File: config.mk
export PLATFORM = sky130hd
export DESIGN_NAME = control_unit
export DESIGN_NICKNAME = d
export VERILOG_FILES = /design/src/rtl/control_unit.sv
export SDC_FILE = /design/constraint.sdc
export NUM_CORES = 1
export LEC_CHECK = 0
export BUFFER_PORTS_ARGS = -buffer_cell sky130_fd_sc_hd__buf_2
export CORE_MARGIN = 10
export CORE_UTILIZATION = 25
export CTS_CLUSTER_SIZE = 24
export DETAILED_ROUTE_END_ITERATION = 10
export PLACE_DENSITY_LB_ADDON = 0.3
export SYNTH_ARGS = -nofsm -noshare
export SYNTH_HDL_FRONTEND = slang
export SYNTH_SLANG_ARGS = --single-unit
export TNS_END_PERCENT = 50
File: constraint.sdc
create_clock -name clk -period 7.2 [get_ports clk]
set_clock_uncertainty 0.2 [all_clocks]
set_input_delay 2.16 -clock clk [delete_from_list [all_inputs] [get_ports clk]]
set_output_delay 2.16 -clock clk [all_outputs]
set_load 0.02 [all_outputs]
File: src/rtl/control_unit.sv
// control_unit: hardwired Moore sequencer for the 32-bit datapath.
// Fetches through PC/MAR/MDR/IR, then walks the execute states chosen by
// the opcode class held in IR. All strobes are forced low while reset is low.
module control_unit (
  input  logic        clk,
  input  logic        reset,
  input  logic [31:0] IR,
  input  logic        stop,
  output logic        PCout,
  output logic        Zhighout,
  output logic        Zlowout,
  output logic        MDRout,
  output logic        HIout,
  output logic        LOout,
  output logic        PCin,
  output logic        IRin,
  output logic        MARin,
  output logic        MDRin,
  output logic        Yin,
  output logic        Zin,
  output logic        HIin,
  output logic        LOin,
  output logic        Read,
  output logic        Write,
  output logic        IncPc,
  output logic        Gra,
  output logic        Grb,
  output logic        Grc,
  output logic        Rin,
  output logic        Rout,
  output logic        BAout,
  output logic        Cout,
  output logic [3:0]  alu_op,
  output logic        run
);

  typedef enum logic [3:0] {
    S_T0, S_T1, S_T2, S_T3, S_T4, S_T5, S_T6, S_T7, S_HALT
  } state_t;

  typedef enum logic [3:0] {
    C_NOP, C_HALT, C_REG, C_IMM, C_UNARY, C_MULDIV, C_LDI, C_LD, C_ST
  } iclass_t;

  state_t      state, state_next;
  iclass_t     iclass;
  logic [3:0]  op_sel;
  logic [4:0]  opcode;
  logic        done;
  logic        unused_ir;

  assign opcode    = IR[31:27];
  // Only the opcode field matters here; operand fields go to the datapath.
  assign unused_ir = ^IR[26:0];

  // Classify the opcode and pick the ALU function it needs.
  always_comb begin
    iclass = C_NOP;
    op_sel = 4'b0000;
    case (opcode)
      5'b00000: iclass = C_LD;
      5'b00001: iclass = C_LDI;
      5'b00010: iclass = C_ST;
      5'b00011: begin iclass = C_REG;    op_sel = 4'b0000; end
      5'b00100: begin iclass = C_REG;    op_sel = 4'b0001; end
      5'b00101: begin iclass = C_REG;    op_sel = 4'b1000; end
      5'b00110: begin iclass = C_REG;    op_sel = 4'b1001; end
      5'b00111: begin iclass = C_REG;    op_sel = 4'b0110; end
      5'b01000: begin iclass = C_REG;    op_sel = 4'b0111; end
      5'b01001: begin iclass = C_REG;    op_sel = 4'b0100; end
      5'b01010: begin iclass = C_REG;    op_sel = 4'b0101; end
      5'b01011: begin iclass = C_IMM;    op_sel = 4'b0000; end
      5'b01100: begin iclass = C_IMM;    op_sel = 4'b1000; end
      5'b01101: begin iclass = C_IMM;    op_sel = 4'b1001; end
      5'b01110: begin iclass = C_MULDIV; op_sel = 4'b0010; end
      5'b01111: begin iclass = C_MULDIV; op_sel = 4'b0011; end
      5'b10000: begin iclass = C_UNARY;  op_sel = 4'b1010; end
      5'b10001: begin iclass = C_UNARY;  op_sel = 4'b1011; end
      5'b11001: iclass = C_HALT;
      default:  iclass = C_NOP;
    endcase
  end

  // State register; reset aborts any instruction and restarts at fetch.
  always_ff @(posedge clk or negedge reset) begin
    if (!reset) state <= S_T0;
    else        state <= state_next;
  end

  // Next state and strobes; everything stays at default while reset is low.
  always_comb begin
    PCout = 1'b0; Zhighout = 1'b0; Zlowout = 1'b0; MDRout = 1'b0;
    HIout = 1'b0; LOout = 1'b0;
    PCin = 1'b0; IRin = 1'b0; MARin = 1'b0; MDRin = 1'b0;
    Yin = 1'b0; Zin = 1'b0; HIin = 1'b0; LOin = 1'b0;
    Read = 1'b0; Write = 1'b0; IncPc = 1'b0;
    Gra = 1'b0; Grb = 1'b0; Grc = 1'b0; Rin = 1'b0; Rout = 1'b0;
    BAout = 1'b0; Cout = 1'b0;
    alu_op = 4'b0000;
    run = 1'b1;
    done = 1'b0;
    state_next = state;
    if (reset) begin
      case (state)
        S_T0: begin
          PCout = 1'b1; MARin = 1'b1; IncPc = 1'b1; Zin = 1'b1;
          state_next = S_T1;
        end
        S_T1: begin
          Zlowout = 1'b1; PCin = 1'b1; Read = 1'b1; MDRin = 1'b1;
          state_next = S_T2;
        end
        S_T2: begin
          MDRout = 1'b1; IRin = 1'b1;
          if (iclass == C_HALT)     state_next = S_HALT;
          else if (iclass == C_NOP) done = 1'b1;
          else                      state_next = S_T3;
        end
        S_T3: begin
          state_next = S_T4;
          case (iclass)
            C_REG, C_IMM: begin Grb = 1'b1; Rout = 1'b1; Yin = 1'b1; end
            C_UNARY: begin Grb = 1'b1; Rout = 1'b1; alu_op = op_sel; Zin = 1'b1; end
            C_MULDIV: begin Gra = 1'b1; Rout = 1'b1; Yin = 1'b1; end
            C_LDI, C_LD, C_ST: begin Grb = 1'b1; BAout = 1'b1; Yin = 1'b1; end
            default: state_next = S_T0;
          endcase
        end
        S_T4: begin
          state_next = S_T5;
          case (iclass)
            C_REG, C_MULDIV: begin
              if (iclass == C_REG) Grc = 1'b1;
              else                 Grb = 1'b1;
              Rout = 1'b1; alu_op = op_sel; Zin = 1'b1;
            end
            C_IMM: begin Cout = 1'b1; alu_op = op_sel; Zin = 1'b1; end
            C_UNARY: begin Zlowout = 1'b1; Gra = 1'b1; Rin = 1'b1; done = 1'b1; end
            C_LDI, C_LD, C_ST: begin Cout = 1'b1; Zin = 1'b1; end
            default: state_next = S_T0;
          endcase
        end
        S_T5: begin
          state_next = S_T6;
          case (iclass)
            C_REG, C_IMM, C_LDI: begin Zlowout = 1'b1; Gra = 1'b1; Rin = 1'b1; done = 1'b1; end
            C_MULDIV: begin Zlowout = 1'b1; LOin = 1'b1; end
            C_LD, C_ST: begin Zlowout = 1'b1; MARin = 1'b1; end
            default: state_next = S_T0;
          endcase
        end
        S_T6: begin
          state_next = S_T7;
          case (iclass)
            C_MULDIV: begin Zhighout = 1'b1; HIin = 1'b1; done = 1'b1; end
            C_LD: begin Read = 1'b1; MDRin = 1'b1; end
            C_ST: begin Gra = 1'b1; Rout = 1'b1; MDRin = 1'b1; end
            default: state_next = S_T0;
          endcase
        end
        S_T7: begin
          state_next = S_T0;
          case (iclass)
            C_LD: begin MDRout = 1'b1; Gra = 1'b1; Rin = 1'b1; done = 1'b1; end
            C_ST: begin Write = 1'b1; done = 1'b1; end
            default: state_next = S_T0;
          endcase
        end
        S_HALT: begin
          run = 1'b0;
          state_next = S_HALT;
        end
        default: state_next = S_T0;
      endcase
      // stop is honoured only once the current instruction has finished.
      if (done) state_next = stop ? S_HALT : S_T0;
    end
  end

endmodule
# [After elaboration in Yosys (flattened, before gate mapping)]
# Cells that the tools add are included.
[op_classes] eq_ne=35 n_mux=77 reduce_logical=21
[op_table] op="$pmux W4 S8" count=2
[op_table] op="$mux W1" count=51
[op_table] op="$pmux W4 S11" count=1
[op_table] op="$eq A5 B4 Y1 const B" count=8
[op_table] op="$eq A4 B3 Y1 const B" count=8
[op_table] op="$mux W4" count=7
[op_table] op="$eq A5 B3 Y1 const B" count=4
[op_table] op="$eq A4 B2 Y1 const B" count=4
[op_table] op="$eq A5 B5 Y1 const B" count=3
[op_table] op="$reduce_or A3 Y1" count=5
[op_table] op="$mux W3" count=4
[op_table] op="$pmux W1 S3" count=4
[op_table] op="$reduce_or A2 Y1" count=6
[op_table] op="$reduce_or A6 Y1" count=2
[op_table] op="$eq A5 B2 Y1 const B" count=2
[op_table] op="$pmux W1 S2" count=5
[op_table] op="$pmux W1 S5" count=2
[op_table] op="$eq A4 B1 Y1 const B" count=2
[op_table] op="$eq A4 B4 Y1 const B" count=2
[op_table] op="$logic_not A4 Y1" count=2
[op_table] op="$pmux W4 S2" count=1
[op_table] op="$reduce_or A4 Y1" count=2
[op_table] op="$reduce_or A8 Y1" count=1
[op_table] op="$reduce_or A7 Y1" count=1
[op_table] op="4 further kinds" count=4
[totals] register_bits=4

# [Longest topological paths before layout]
# Gate-level depths: netlist (run 1).
[depth] depth_word=10 depth_mapped=7 depth_no_buf=5

# [Worst setup path before layout (run 1)]
# Ideal clock, no wire load.
[synth_timing] path_type="input -> output" from="input IR[30]" to="output alu_op[2]" arrival_ps=3627 required_time_ps=4840 setup_slack_ps=1213 cell_stages=5 cell_sequence="buf_2 -> or4b_4 -> o22ai_1 -> nand2_1 -> nor3_1"
[synth_between] elab_chain_len=8
[synth_rtl] item="from (decl)" line_no="7" text="input logic [31:0] IR,"
[synth_rtl] item="$eq A5 B4 Y1, or another cell as far along" line_no="60" text="case (opcode)"
[synth_rtl] item="$reduce_or A8 Y1 (no line), or another cell as far along"
[synth_rtl] item="$pmux W4 S8" line_no="60"
[synth_rtl] item="$eq A4 B2 Y1 or $eq A4 B3 Y1 (tied branches)" line_no="131" text="case (iclass)"
[synth_rtl] item="$reduce_or A3 Y1 (no line)"
[synth_rtl] item="$mux W4" line_no="131"
[synth_rtl] item="$pmux W4 S2 *" line_no="104" text="case (state)"
[synth_rtl] item="$mux W4 *" line_no="103" text="if (reset) begin"
[synth_rtl] item="to (decl)" line_no="33" text="output logic [3:0] alu_op,"
# Every way passes the cells marked *; elsewhere a longest branch is shown, timed or not.

# [Final worst setup path (run 1)]
[layout_timing] from="input IR[31]" to="output Rin"
[layout_between] elab_chain_len=8
[layout_rtl] item="$eq A5 B4 Y1, or another cell as far along" line_no="60"
[layout_rtl] item="$reduce_or A8 Y1 (no line), or another cell as far along"
[layout_rtl] item="$pmux W4 S8 *" line_no="60"
[layout_rtl] item="$eq A4 B2 Y1 or $eq A4 B3 Y1 (tied branches)" line_no="145" text="case (iclass)"
[layout_rtl] item="$reduce_or A3 Y1"
[layout_rtl] item="$mux W1" line_no="145"
[layout_rtl] item="$pmux W1 S3 *" line_no="104"
[layout_rtl] item="$mux W1 *" line_no="103"
[layout_rtl] item="to (decl)" line_no="29" text="output logic Rin,"
# Marks and branches as above.

==> flow_metrics.tcl, run 1 <==
set metrics [dict create \
    worst_pin_slew_ps 646 \
    finalSetupTns_ps 0 \
    cp_max_fo 21 \
    nets 221 \
    antenna_found_initial 0 \
    synth_warnings 0 \
    syn_area_sq_um 1060 \
    cts_tree "done" \
    clockBufferDepth 2 \
    drv_cap 0 \
    drcViolationCount 0 \
    io_buffers 34 \
    clock-sinks 4 \
    core_area_sq_um 4060 \
    die_x_um 85.2 \
    grt_max_degree 22 \
    grt_pass1_vias 1243 \
    wl_um 3600 \
    avgViaCountPerCell 5.49 \
    p_per_area_nw_per_um2 234 \
    drv_slew 0 \
    gp_congestion 0.837 \
    period_needed_ps 6200 \
    drive_gt1_share_pct 27.7 \
    grt.total_usage_pct 9.40 \
    synthDistinctLibCells 50 \
    largest_register_ffs 4 \
    num_antenna_cells 0 \
    layout_common_cells "buf_2 (34), nor2_1 (24), a21oi_1 (17)" \
    clock-root-buffer "clkbuf_8" \
    syn_inst 167 \
    largest_registers "state x4" \
    critPathArrivalTime_ps 3840 \
    top_register "state" \
    drtIter0Drc 166 \
    ys.flop_type "dfrtp_1" \
    relSlewSlack_pct 57.0 \
    hp-class "reg -> reg" \
    areaGrowthSynthToFinish_pct 14.9 \
    pin_count 64 \
    async_flop_share_pct 100 \
    hpwl_um 2690 \
    final_common_cell "buf_2" \
    ys_seq_elements 4 \
    fillCellCount 466 \
    peakVddDrop_mv 0.0633 \
    fin_crit_sh_pct 86.1 \
    grt_setup_unrepaired "no" \
    start_util_pct 26.2 \
    status "finished, final reports clean" \
    chipHeight_um 85.2 \
    p_leak_uw 0.000504 \
    cp-end-kind "primary output" \
    synth_edf_count 0 \
    setup-violations-final 0 \
    grt_pass1_wl_um 6010 \
    die_area_sq_um 7260 \
    postCtsResizedCells 0 \
    cts_inserted_buffers 3 \
    drt_pass1_iterations 4 \
    num_vias 1284 \
    fin_hold_ws_ps 607 \
    overflow 0 \
    insertion_delay_ps 210 \
    cp-start-kind "input port" \
    row_count 23 \
    path_clk_slew_ps 30 \
    htree_num_levels 1 \
    fmax_ghz 0.161 \
    routedWlPerCell_um 15.4 \
    ys_seq_area_share_pct 9.41 \
    ant_nets 0 \
    postCtsSetupRepairBufs 0 \
    hold_violations 0 \
    ctsHoldBuffers 0 \
    worstPathRequired_ps 4840 \
    syn_area_per_cell_sq_um 6.37 \
    crit_type "in -> out" \
]
==> routing by layer <==
metal	share of wire, %	track usage (%)
met5	0	0
met4	0	1.35
met3	11	3.63
met2	44	14.3
met1	45	12.4
==> final timing paths <==
kind / from / to / slack (ps) / cells past startpoint
max in group asynchronous: reset / state[3] / 4980 / 1
max: IR[31] / Rin / 1000 / 7
max reg2reg: state[0] / state[3] / 4920 / 5
min reg2reg: state[2] / state[2] / 610 / 2
min in group asynchronous: reset / state[0] / 1610 / 1
min: state[2] / state[2] / 610 / 2
==> layout make-up <==
cell class | instances | area, sq um | area share [%]
repair buffers | 34 | 170 | 13.9
well taps | 50 | 62.6 | 5.12
clock buffers | 3 | 41.3 | 3.38
flip-flops and latches | 4 | 100 | 8.19
multi-input cells | 137 | 826 | 67.6
inverters | 6 | 22.5 | 1.84
==> worst max-delay path: stages <==
cell and delay [ps]:
buf_2 300, or4b_4 570, nor4_4 170, a41oi_2 110, o31ai_1 130, and3_1 210, buf_2 180
==> stage by stage <==
stage                     area (sq um)  cells  setup WS (ps)  total power [uW]  util [%]
final                             1220    234           1000               286      30.1
after global routing              1220    234            883               316      30.1
after CTS                         1220    234           1020               288      30.1
after detailed placement          1180    231           1020               241      29.1
after global placement            1180    231           1010               243      29.1
after floorplan                   1070    168           1210               204         -
==> power by group <==
part | internal, uW | switching [uW] | leakage [uW]
registers | 30.7 | 39.9 | 0.0000518
clock network | 35.5 | 9.90 | 0.0000216
logic | 62.4 | 108 | 0.000430
total | 129 | 158 | 0.000504
==> logic make-up (layout without fill, tap and decap cells) <==
| group | after synthesis | after routing | share of synthesized area (%) |
|---|---|---|---|
| compound gates | 50 | 50 | 33.9 |
| simple gates | 82 | 82 | 40.6 |
| flops | 4 | 4 | 9.41 |
| buf+inv | 27 | 43 | 13.3 |
| xor+xnor | 3 | 3 | 2.47 |
| other cells | 1 | 2 | 0.353 |
==> synth_stat cells (2+ instances only) <==
| library cell | n | area (sq um) |
|---|---|---|
| buf_6 | 2 | 22.5 |
| a32oi_1 | 2 | 17.5 |
| nor3_1 | 7 | 35.0 |
| buf_4 | 4 | 30.0 |
| dfrtp_1 | 4 | 100 |
| clkbuf_1 | 5 | 18.8 |
| o21ai_0 | 3 | 15.0 |
| nor4_1 | 3 | 18.8 |
| nand2b_1 | 7 | 43.8 |
| o31ai_1 | 4 | 30.0 |
| or3_1 | 3 | 18.8 |
| nand2_1 | 16 | 60.1 |
| buf_2 | 8 | 40.0 |
| xor2_1 | 2 | 17.5 |
| or2_2 | 4 | 25.0 |
| nor2b_1 | 3 | 18.8 |
| a31oi_1 | 3 | 18.8 |
| nor2_1 | 24 | 90.1 |
| o22a_1 | 2 | 17.5 |
| a21oi_1 | 17 | 85.1 |
| o22ai_1 | 2 | 12.5 |
| a211oi_1 | 3 | 22.5 |
| inv_1 | 5 | 18.8 |
| o21ai_2 | 2 | 17.5 |
| nand3_1 | 6 | 30.0 |
| buf_1 | 2 | 7.51 |
Note: power is estimated with default switching activity, not from simulation.
==> run 2, diff against run 1 <==
--- a/config.mk
+++ b/config.mk
@@ -6,7 +6,7 @@
 export NUM_CORES = 1
 export LEC_CHECK = 0
 export BUFFER_PORTS_ARGS = -buffer_cell sky130_fd_sc_hd__buf_2
-export CORE_MARGIN = 10
+export CORE_MARGIN = 5
 export CORE_UTILIZATION = 25
 export CTS_CLUSTER_SIZE = 24
 export DETAILED_ROUTE_END_ITERATION = 10
==> flow_metrics.tcl, run 2 (synthesis gave the netlist of run 1 again) <==
set metrics [dict create \
    status "finished, final reports clean" \
    utilization_pct 30.1 \
    postCtsResizedCells 0 \
    drive_gt1_share_pct 27.7 \
    row_count 23 \
    p_clk_share_pct 16.1 \
    period_needed_ps 6200 \
    p_seq_share_pct 25.0 \
    chipHeight_um 75.2 \
    hold_violations 0 \
    htree_num_levels 1 \
    fin_crit_sh_pct 86.2 \
    die_x_um 75.2 \
    p_int_uw 129 \
    finalSetupTns_ps 0 \
    drt_pass1_iterations 4 \
    clockBufferDepth 2 \
    num_antenna_cells 0 \
    combPwrFrac_pct 58.9 \
    pin_count 64 \
    setup-violations-final 0 \
    layout_common_cells "buf_2 (34), nor2_1 (24), a21oi_1 (17)" \
    avgViaCountPerCell 5.64 \
    grt.total_usage_pct 12.4 \
    overflow 0 \
    total_power_uw 287 \
    hpwl_um 2550 \
    hp-class "reg -> reg" \
    path_clk_slew_ps 30 \
    insertion_delay_ps 220 \
    grt_pass1_vias 1140 \
    num_vias 1319 \
    multiInputGateArea_sq_um 826 \
    cts_tree "done" \
    fillCellCount 454 \
    routedWlPerCell_um 14.8 \
    drcViolationCount 0 \
    ctsHoldBuffers 0 \
    drv_cap 0 \
    nets 221 \
    cts_inserted_buffers 3 \
    grt_max_degree 22 \
    largest_register_ffs 4 \
    p_leak_uw 0.000504 \
    p_per_area_nw_per_um2 235 \
    cp_max_fo 21 \
    areaGrowthSynthToFinish_pct 14.9 \
    ant_nets 0 \
    largest_registers "state x4" \
    regArea_sq_um 100 \
    worstPathRequired_ps 4840 \
    grt_pass1_wl_um 5670 \
    top_register "state" \
    fmax_ghz 0.161 \
    switching_share_pct 55.2 \
    gp_congestion 0.877 \
    start_util_pct 26.2 \
    drtIter0Drc 119 \
    crit_type "in -> out" \
    relSlewSlack_pct 56.7 \
    final_common_cell "buf_2" \
    critPathArrivalTime_ps 3840 \
    io_buffers 34 \
    drv_slew 0 \
    fin_hold_ws_ps 617 \
    peakVddDrop_mv 0.0671 \
    grt_setup_unrepaired "no" \
    clock-sinks 4 \
    core_area_sq_um 4060 \
    die_area_sq_um 5660 \
    worst_pin_slew_ps 649 \
    cp-end-kind "primary output" \
    cp-start-kind "input port" \
    power_switching_uw 159 \
    clock-root-buffer "clkbuf_8" \
    design_area_sq_um 1220 \
    antenna_found_initial 0 \
    wl_um 3470 \
    postCtsSetupRepairBufs 0 \
    placed_area_sq_um 1180 \
]
==> run 2: cell counts in the layout (fill, tap and decap cells not counted) <==
Identical to the previous run, type by type.
==> run 2: metal layers <==
metal / global-route usage, % / vias to the layer above / routed length [um]
li1: - / 639 / -
met1: 18.2 / 615 / 1560
met2: 18.7 / 62 / 1590
met3: 2.54 / 3 / 299
met4: 2.33 / 0 / 15
met5: 0 / - / 0
==> run 2: cell type report <==
class	count	share of cell area, %
Inverter	6	1.84
Timing Repair Buffer	34	13.9
Multi-Input combinational cell	137	67.6
Clock buffer	3	3.38
Tap cell	50	5.12
Sequential cell	4	8.19
==> run 2: per-stage QoR <==
step,cells,setup slack (ps)
3_3_place_gp,231,1010
2_1_floorplan,168,1210
3_5_place_dp,231,1020
4_1_cts,234,1020
6_report,234,996
5_1_grt,234,893
==> run 2: power groups by stage <==
| stage | Sequential (uW) | Clock (uW) | Combinational (uW) |
|---|---|---|---|
| 4_1_cts | 71.0 | 48.1 | 170 |
| 3_5_place_dp | 71.1 | 0 | 169 |
| 3_3_place_gp | 71.5 | 0 | 170 |
| 5_1_grt | 75.1 | 50.0 | 186 |
| 6_report | 71.7 | 46.4 | 169 |
| 2_1_floorplan | 33.3 | 0 | 171 |
==> run 2: final timing paths <==
check	end	slack, ps	depth (start not counted)	from
setup / recovery	Rin	1000	7	IR[31]
hold / removal	state[2]	620	2	state[3]
setup reg to reg	state[3]	4960	5	state[0]
hold reg to reg	state[2]	620	2	state[3]
max in group asynchronous	state[3]	4980	1	reset
min in group asynchronous	state[1]	1610	1	reset
==> run 2: critical path, cell delays in order <==
cell and delay (ps):
buf_2 310, or4b_4 580, nor4_4 170, a41oi_2 110
o31ai_1 140, and3_1 200, buf_2 170
==> run 3, diff against run 2 <==
--- a/config.mk
+++ b/config.mk
@@ -10,6 +10,7 @@
 export CORE_UTILIZATION = 25
 export CTS_CLUSTER_SIZE = 24
 export DETAILED_ROUTE_END_ITERATION = 10
+export GPL_TIMING_DRIVEN = 0
 export PLACE_DENSITY_LB_ADDON = 0.3
 export SYNTH_ARGS = -nofsm -noshare
 export SYNTH_HDL_FRONTEND = slang
==> flow_metrics.tcl, run 3 (synthesis gave the netlist of run 1 again) <==
set metrics [dict create \
    status "finished, final reports clean" \
    finalSetupTns_ps 0 \
    gp_congestion 0.867 \
    pin_count 64 \
    hold_violations 0 \
    worst-path-buf-inv 5 \
    fin_ws_ps 912 \
    worstPathRequired_ps 4840 \
    wl_um 3680 \
    num_antenna_cells 0 \
    avgViaCountPerCell 5.53 \
    overflow 0 \
    final_common_cell "buf_2" \
    row_count 23 \
    nets 241 \
    cp_max_fo 9 \
    grt.total_usage_pct 13.2 \
    hpwl_um 2830 \
    cp_top_family "buffers and inverters" \
    clock-root-buffer "clkbuf_8" \
    hp-class "reg -> reg" \
    p_per_area_nw_per_um2 230 \
    critPathArrivalTime_ps 3930 \
    start_util_pct 26.2 \
    setup-violations-final 0 \
    layout_common_cells "buf_2 (41), nor2_1 (24), a21oi_1 (17)" \
    die_area_sq_um 5660 \
    postCtsSetupRepairBufs 0 \
    grt_pass1_vias 1251 \
    fin_crit_sh_pct 87.3 \
    slowest_delay_ps 480 \
    crit_chain "buf_2 -> clkbuf_1 -> clkinv_1 -> or3_1 -> nor2_1 -> buf_4 -> buf_2" \
    areaGrowthSynthToFinish_pct 25.6 \
    largest_registers "state x4" \
    grt_max_degree 11 \
    period_needed_ps 6290 \
    cp-start-kind "input port" \
    path_clk_slew_ps 30 \
    drcViolationCount 0 \
    ctsHoldBuffers 0 \
    drive_gt1_share_pct 31.4 \
    routedWlPerCell_um 14.5 \
    antenna_found_initial 0 \
    peakVddDrop_mv 0.0533 \
    cts_inserted_buffers 3 \
    post-place-ws_ps 917 \
    insertion_delay_ps 210 \
    cts_tree "done" \
    p_leak_uw 0.000577 \
    cp_common_cell "buf_2" \
    num_vias 1405 \
    largest_register_ffs 4 \
    drv_cap 0 \
    fillCellCount 462 \
    clock-sinks 4 \
    io_buffers 33 \
    grt_pass1_wl_um 6020 \
    postCtsResizedCells 0 \
    relSlewSlack_pct 64.6 \
    top_register "state" \
    cp-end-kind "primary output" \
    fmax_ghz 0.159 \
    crit_slowest_cell "or3_1" \
    core_area_sq_um 4060 \
    worst_pin_slew_ps 531 \
    drtIter0Drc 224 \
    grt_setup_unrepaired "no" \
    drv_slew 0 \
    drt_pass1_iterations 4 \
    chipHeight_um 75.2 \
    crit_type "in -> out" \
    ant_nets 0 \
    die_x_um 75.2 \
    clockBufferDepth 2 \
    htree_num_levels 1 \
]
[run 3: cell types whose count changed in the layout (fill, tap and decap cells not counted), sizes merged]
cell    before  now
buf         34   49
clkbuf       3    8
[run 3: metal layers]
| metal | routed length [um] | up-vias | track usage, % |
|---|---|---|---|
| met5 | 0 | - | 0 |
| met3 | 283 | 2 | 2.67 |
| met1 | 1740 | 672 | 19.3 |
| met4 | 13 | 0 | 1.55 |
| met2 | 1640 | 56 | 20.7 |
| li1 | - | 675 | - |
[run 3: tightest hold or removal path: stages (launching register included)]
cell      delay, ps
dfrtp_1         340
buf_2           190
nand2b_1        140
o31ai_1          90
[run 3: report_power, final]
group	switching, uW	total (uW)	leakage, uW	internal, uW
sequential	2.43	33.5	0.0000518	31.1
clock	9.86	45.3	0.0000216	35.5
combinational	152	229	0.000503	76.2
total	165	307	0.000577	143
[run 3: metrics by stage]
| stage | cells | hold WS, ps | utilization, % | power (uW) | instance area [sq um] |
|---|---|---|---|---|---|
| after floorplan | 168 | 515 | - | 204 | 1070 |
| after global placement | 251 | 613 | 31.9 | 263 | 1290 |
| after detailed placement | 251 | 613 | 31.9 | 259 | 1290 |
| after CTS | 254 | 622 | 32.9 | 307 | 1340 |
| after global routing | 254 | 655 | 32.9 | 333 | 1340 |
| final | 254 | 615 | 32.9 | 307 | 1340 |
[run 3: cell type report]
cell class | count | area (sq um) | area share (%)
inverter | 6 | 22.5 | 1.69
buffer | 21 | 119 | 8.90
tap | 50 | 62.6 | 4.68
sequential | 4 | 100 | 7.49
clock buffer | 3 | 41.3 | 3.09
timing repair buffer | 33 | 165 | 12.4
multi-input combinational | 137 | 826 | 61.8
[run 3: path summary, 6_finish.rpt]
path,start,to,slack (ps),cells after the start
min reg2reg,state[0],state[1],620,3
min in group asynchronous,reset,state[1],1550,1
max in group asynchronous,reset,state[2],5120,1
max,reset,Zhighout,910,7
min,state[0],state[1],620,3
max reg2reg,state[0],state[3],5250,7
